[src/rtl/bus_master_arb_mux.sv]
// Shared-bus arbiter and master multiplexer: registers one bus owner out of
// NUM_MASTERS requesters (fixed priority or round-robin), optionally forces a
// handover after a bounded hold time, and steers the owner's address/strobe/
// read-write/write-data onto the slave side.
module bus_master_arb_mux #(
  parameter int unsigned NUM_MASTERS = 4,
  parameter int unsigned ADDR_W      = 30,
  parameter int unsigned DATA_W      = 32,
  parameter int unsigned ARB_MODE    = 1,
  parameter int unsigned MAX_HOLD    = 0,
  parameter int unsigned OWN_W       = $clog2(NUM_MASTERS)
) (
  input  logic                          clk,
  input  logic                          reset,
  input  logic [NUM_MASTERS-1:0]        m_req_,
  input  logic [NUM_MASTERS*ADDR_W-1:0] m_addr,
  input  logic [NUM_MASTERS-1:0]        m_as_,
  input  logic [NUM_MASTERS-1:0]        m_rw,
  input  logic [NUM_MASTERS*DATA_W-1:0] m_wr_data,
  output logic [NUM_MASTERS-1:0]        m_grnt_,
  output logic [ADDR_W-1:0]             s_addr,
  output logic                          s_as_,
  output logic                          s_rw,
  output logic [DATA_W-1:0]             s_wr_data,
  output logic [OWN_W-1:0]              owner,
  output logic                          owner_vld
);

  // Hold counter saturates at MAX_HOLD-1; keep at least one bit when unused.
  localparam int unsigned HOLD_LIM = (MAX_HOLD > 0) ? (MAX_HOLD - 1) : 0;
  localparam int unsigned HOLD_W   = (MAX_HOLD > 1) ? $clog2(MAX_HOLD) : 1;

  typedef enum logic {
    IDLE  = 1'b0,
    OWNED = 1'b1
  } state_t;

  state_t                 r_state;
  state_t                 w_state_nxt;
  logic [OWN_W-1:0]       r_owner;
  logic [OWN_W-1:0]       w_owner_nxt;
  logic [OWN_W-1:0]       r_last;
  logic [OWN_W-1:0]       w_last_nxt;
  logic [HOLD_W-1:0]      r_hold;
  logic [HOLD_W-1:0]      w_hold_nxt;
  logic [NUM_MASTERS-1:0] r_grnt_;
  logic [NUM_MASTERS-1:0] w_grnt_nxt_;

  logic [NUM_MASTERS-1:0] w_req;
  logic [NUM_MASTERS-1:0] w_req_oth;
  logic                   w_own_req;
  logic                   w_own_as_;
  logic                   w_preempt;
  logic [OWN_W:0]         w_pick_all;
  logic [OWN_W:0]         w_pick_oth;

  // Returns {found, index}: lowest index in fixed mode, otherwise the first
  // requester at or after last+1 with wrap-around.
  function automatic logic [OWN_W:0] f_pick(input logic [NUM_MASTERS-1:0] req,
                                            input logic [OWN_W-1:0]       last);
    logic             found;
    logic [OWN_W-1:0] win;
    int unsigned      idx;
    found = 1'b0;
    win   = '0;
    for (int unsigned k = 0; k < NUM_MASTERS; k++) begin
      if (ARB_MODE == 0) idx = k;
      else               idx = (32'(last) + 32'd1 + k) % NUM_MASTERS;
      if (!found && req[OWN_W'(idx)]) begin
        found = 1'b1;
        win   = OWN_W'(idx);
      end
    end
    return {found, win};
  endfunction

  assign w_req      = ~m_req_;
  assign w_pick_all = f_pick(w_req, r_last);
  assign w_pick_oth = f_pick(w_req_oth, r_last);

  // Owner-selected request/strobe and the slave-side mux (idle values when unowned).
  always_comb begin
    w_own_req = 1'b0;
    w_own_as_ = 1'b1;
    w_req_oth = '0;
    s_addr    = '0;
    s_as_     = 1'b1;
    s_rw      = 1'b1;
    s_wr_data = '0;
    for (int unsigned i = 0; i < NUM_MASTERS; i++) begin
      w_req_oth[i] = w_req[i] && (r_owner != OWN_W'(i));
      if ((r_state == OWNED) && (r_owner == OWN_W'(i))) begin
        w_own_req = w_req[i];
        w_own_as_ = m_as_[i];
        s_addr    = m_addr[i*ADDR_W +: ADDR_W];
        s_as_     = m_as_[i];
        s_rw      = m_rw[i];
        s_wr_data = m_wr_data[i*DATA_W +: DATA_W];
      end
    end
  end

  // Forced handover: hold time used up, someone else waiting, owner between accesses.
  assign w_preempt = (MAX_HOLD > 0) && (r_hold == HOLD_W'(HOLD_LIM)) &&
                     (|w_req_oth) && w_own_as_;

  // Next owner, round-robin pointer, hold counter and grant vector.
  always_comb begin
    w_state_nxt = r_state;
    w_owner_nxt = r_owner;
    w_last_nxt  = r_last;
    w_hold_nxt  = r_hold;
    w_grnt_nxt_ = '1;
    case (r_state)
      IDLE: begin
        if (w_pick_all[OWN_W]) begin
          w_state_nxt = OWNED;
          w_owner_nxt = w_pick_all[OWN_W-1:0];
          w_last_nxt  = w_pick_all[OWN_W-1:0];
          w_hold_nxt  = '0;
        end
      end
      OWNED: begin
        if (!w_own_req || w_preempt) begin
          w_hold_nxt = '0;
          if (w_pick_oth[OWN_W]) begin
            w_owner_nxt = w_pick_oth[OWN_W-1:0];
            w_last_nxt  = w_pick_oth[OWN_W-1:0];
          end else begin
            w_state_nxt = IDLE;
          end
        end else if (r_hold != HOLD_W'(HOLD_LIM)) begin
          w_hold_nxt = r_hold + HOLD_W'(1);
        end
      end
      default: w_state_nxt = IDLE;
    endcase
    for (int unsigned i = 0; i < NUM_MASTERS; i++) begin
      if ((w_state_nxt == OWNED) && (w_owner_nxt == OWN_W'(i))) w_grnt_nxt_[i] = 1'b0;
    end
  end

  // State and grant registers with synchronous reset.
  always_ff @(posedge clk) begin
    if (reset) begin
      r_state <= IDLE;
      r_owner <= '0;
      r_last  <= OWN_W'(NUM_MASTERS - 1);
      r_hold  <= '0;
      r_grnt_ <= '1;
    end else begin
      r_state <= w_state_nxt;
      r_owner <= w_owner_nxt;
      r_last  <= w_last_nxt;
      r_hold  <= w_hold_nxt;
      r_grnt_ <= w_grnt_nxt_;
    end
  end

  assign m_grnt_   = r_grnt_;
  assign owner     = r_owner;
  assign owner_vld = (r_state == OWNED);

endmodule

[config.mk]
export PLATFORM = sky130hd
export DESIGN_NAME = bus_master_arb_mux
export DESIGN_NICKNAME = d
export VERILOG_FILES = /design/src/rtl/bus_master_arb_mux.sv
export SDC_FILE = /design/constraint.sdc
export NUM_CORES = 1
export LEC_CHECK = 0
export CORE_AREA = 2 2 131 133
export CTS_BUF_LIST = sky130_fd_sc_hd__clkbuf_4 sky130_fd_sc_hd__clkbuf_8
export DETAILED_ROUTE_END_ITERATION = 12
export DIE_AREA = 0 0 133 135
export HOLD_SLACK_MARGIN = 0.1
export PLACE_DENSITY = 0.57
export SLEW_MARGIN = 40
export SYNTH_ARGS = -nofsm -noshare
export SYNTH_HDL_FRONTEND = slang
export SYNTH_SLANG_ARGS = --single-unit
[constraint.sdc]
create_clock -name clk -period 2.5 [get_ports clk]
set_clock_uncertainty 0.2 [all_clocks]
set_input_delay 0.5 -clock clk [delete_from_list [all_inputs] [get_ports clk]]
set_output_delay 0.5 -clock clk [all_outputs]
set_load 0.1 [all_outputs]
==> qor.txt <==
WL/cell: 21.5 um
IO Count: 333
Die Wd: 133 um
Final Cycle Share: 0.995
TritonCTS clock tree: built
Total track usage: 0.176
Congestion Overflow GR: 0
CTS Buffer Depth: 2
TritonCTS Buffers: 3
Area Growth Syn to Fin: 187%
Max_slew headroom: 0.742
Routed WL: 17,100 um
Largest family of logic cells by synthesized area: multiplexers
Htree depth: 1
Mux contribution to synthesized area: 0.587
Count of final hold-check violations: 0
Routed via count: 3,511
Worst path arrival time: 1790 ps
Initial DRT Pass Iterations: 4
Core ar.: 16,400 um2
Antenna Nets Post-Route: 0
Layout Cells excl Fill: 794
Post-route cell area: 7390 um2
Die height: 135 um
P_leak: 2.79 nW
Register area: 189 um2
Hold Path Stages: 2
Final nets: 835
Synth Area in Simple Gates: 0.233
CTS sink count: 9
Complex-gate fraction of the synthesized area: 0.0607
Max Freq: 0.402 GHz
Worst-Margin Slew: 387 ps
Vias in the first global route: 3,707
Via/cell ratio: 4.42
DP Worst Slack: -371 ps
Post-Syn Nets: 491
# hold bufs at CTS: 0
Post-route DRC: 0
Multi-input logic area: 2440 um2
Finished Core Util: 0.451
Critical Path RT: 1800 ps
CP max FO: 7
Synth cell types: 36
Sequential-to-total area share from yosys stat: 0.0699
PD cells: 508 nW/um2
Setup TNS: 0 ps
Die ar.: 18,000 um2
Post-DP HPWL: 13,700 um
Largest net degree at the start of global routing: 46
Yosys warning total: 0
Final slew viol count: 0
Starting Density: 0.157
Number of port buffers: 332
RSZ-0062 raised after global routing: yes
Layout cells sized above 1: 0.425
CP Class: reg -> out
Tightest Hold Check Type: reg -> reg
Crit. End Element: output port
Reg2reg path depth: 8
Status: complete, no violations
VDD IR-drop max: 0.000378 V
Tmin final: 2490 ps
Xor/xnor cell area share of the yosys netlist: 0
# fillers: 1,485
Max-Cap Viols: 0
Mapped cell area: 2580 um2
Initial antenna violation count: 3
Setup ws final: 13.4 ps
Seq cells post-synth: 9
Post-synthesis cell count: 229
Critical Path Start Type: flop
Initial detailed-routing violation count: 108
Worst-path clk slew: 40 ps
Placer Congestion: 0.872
Clk root buf: clkbuf_8
Placed insts: 774
Final setup viols: 0
Rows: 47
Dpl cell area: 7100 um2
First-pass GRT wire length: 23,700 um
Clk_lat worst skew: 230 ps
Adder-cell share of the synthesized area: 0
Synth Area per Inst: 11.3 um2
-- flip-flops by register name, summed over array words and instances (netlist names) --
signal,cells
m_grnt_,4
r_last,2
owner_vld,1
owner,2
-- critical path, cell delays in order (launching register included) --
cell and delay, ps:
dfxtp_4 380, buf_12 150, buf_16 140, mux4_2 530, and2_4 190, buf_12 160
-- through the flow --
stage	power (W)	hold WS (ps)
2_1_floorplan	0.00216	338
3_3_place_gp	0.00342	402
3_5_place_dp	0.00344	415
4_1_cts	0.00372	426
5_1_grt	0.00389	486
6_report	0.00375	447
-- area by class of cell --
class                           instances  area share
Timing Repair Buffer                  365       0.598
Multi-Input combinational cell        191       0.330
Tap cell                              220      0.0372
Sequential cell                         9      0.0255
Clock buffer                            4     0.00660
Inverter                                3     0.00152
Antenna cell                            2    0.000677
-- report_power, final --
part           switching (W)  internal, W
combinational        0.00174      0.00164
sequential         0.0000317     0.000168
clock              0.0000522     0.000121
total                0.00183      0.00193
-- worst paths after layout --
check / start / endpoint / slack [ps]
worst max-delay path: owner[0]$_SDFF_PP0_ / s_addr[16] / 10
worst min-delay path: r_last[0]$_SDFFE_PP1P_ / r_last[0]$_SDFFE_PP1P_ / 450
worst max register to register: owner[0]$_SDFF_PP0_ / m_grnt_[2]$_SDFF_PP1_ / 80
worst min register to register: r_last[0]$_SDFFE_PP1P_ / r_last[0]$_SDFFE_PP1P_ / 450
-- placed cells by master, fill, tap and decap left out, types with 4 or more instances in the layout --
cell type        Yosys  layout
nand2b_1             6       4
and2_4               0      62
buf_4                2      21
nor2_1               8       8
nand3_1              4       4
dlygate4sd2_1        0       4
buf_6                0       5
clkdlybuf4s50_1      0     255
nand2_1              4       4
nor2b_1              6       6
buf_12               0      72
mux4_2              65      65
dfxtp_1              9       6
-- logic make-up after synthesis --
kind of cell | after synthesis
AO/OA/AOI/OAI | 22
AND/OR/NAND/NOR | 100
buffers and inverters | 29
flip-flops | 9
multiplexers | 69
-- synthesized netlist by cell type (all sizes together) --
master   number  share of area
dfxtp         9          0.070
and2         63           0.15
o211ai        3         0.0087
mux2i         2         0.0078
mux4         65           0.57
nand3b        1         0.0029
buf          13          0.026
clkbuf       13          0.019
o21bai        2         0.0058
a32oi         2         0.0068
a21o          1         0.0029
a211o         1         0.0034
or3b          1         0.0034
a211oi        1         0.0029
a2bb2oi       1         0.0034
o221ai        1         0.0034
or3           2         0.0049
or2           1         0.0024
nor3          1         0.0019
a41o          1         0.0039
a21boi        1         0.0029
nor2b         6          0.015
a21oi         3         0.0058
o21ai         3         0.0058
and3          1         0.0024
a31oi         2         0.0049
nand2         4         0.0058
mux2          2          0.012
nand3         4         0.0078
nand2b        6          0.015
and3b         1         0.0034
inv           3         0.0044
or4b          1         0.0039
nor2          8          0.012
-- what timing repair did --
action                                 in CTS  in global routing
gates resized for setup                    11                  6
endpoints found under the hold margin       0                  0
cloned                                      2                  3
setup endpoints to repair                  63                 45
buffers inserted                            8                  1
pin swaps                                   3                  5
-- layer usage --
metal | GRT usage | vias to the layer above | wire [um]
li1 | - | 1605 | -
met1 | 0.203 | 1717 | 6520
met2 | 0.325 | 165 | 9030
met3 | 0.0462 | 22 | 1170
met4 | 0.0448 | 2 | 365
met5 | 0 | - | 13
No activity file was read; power rests on OpenSTA's default activity.
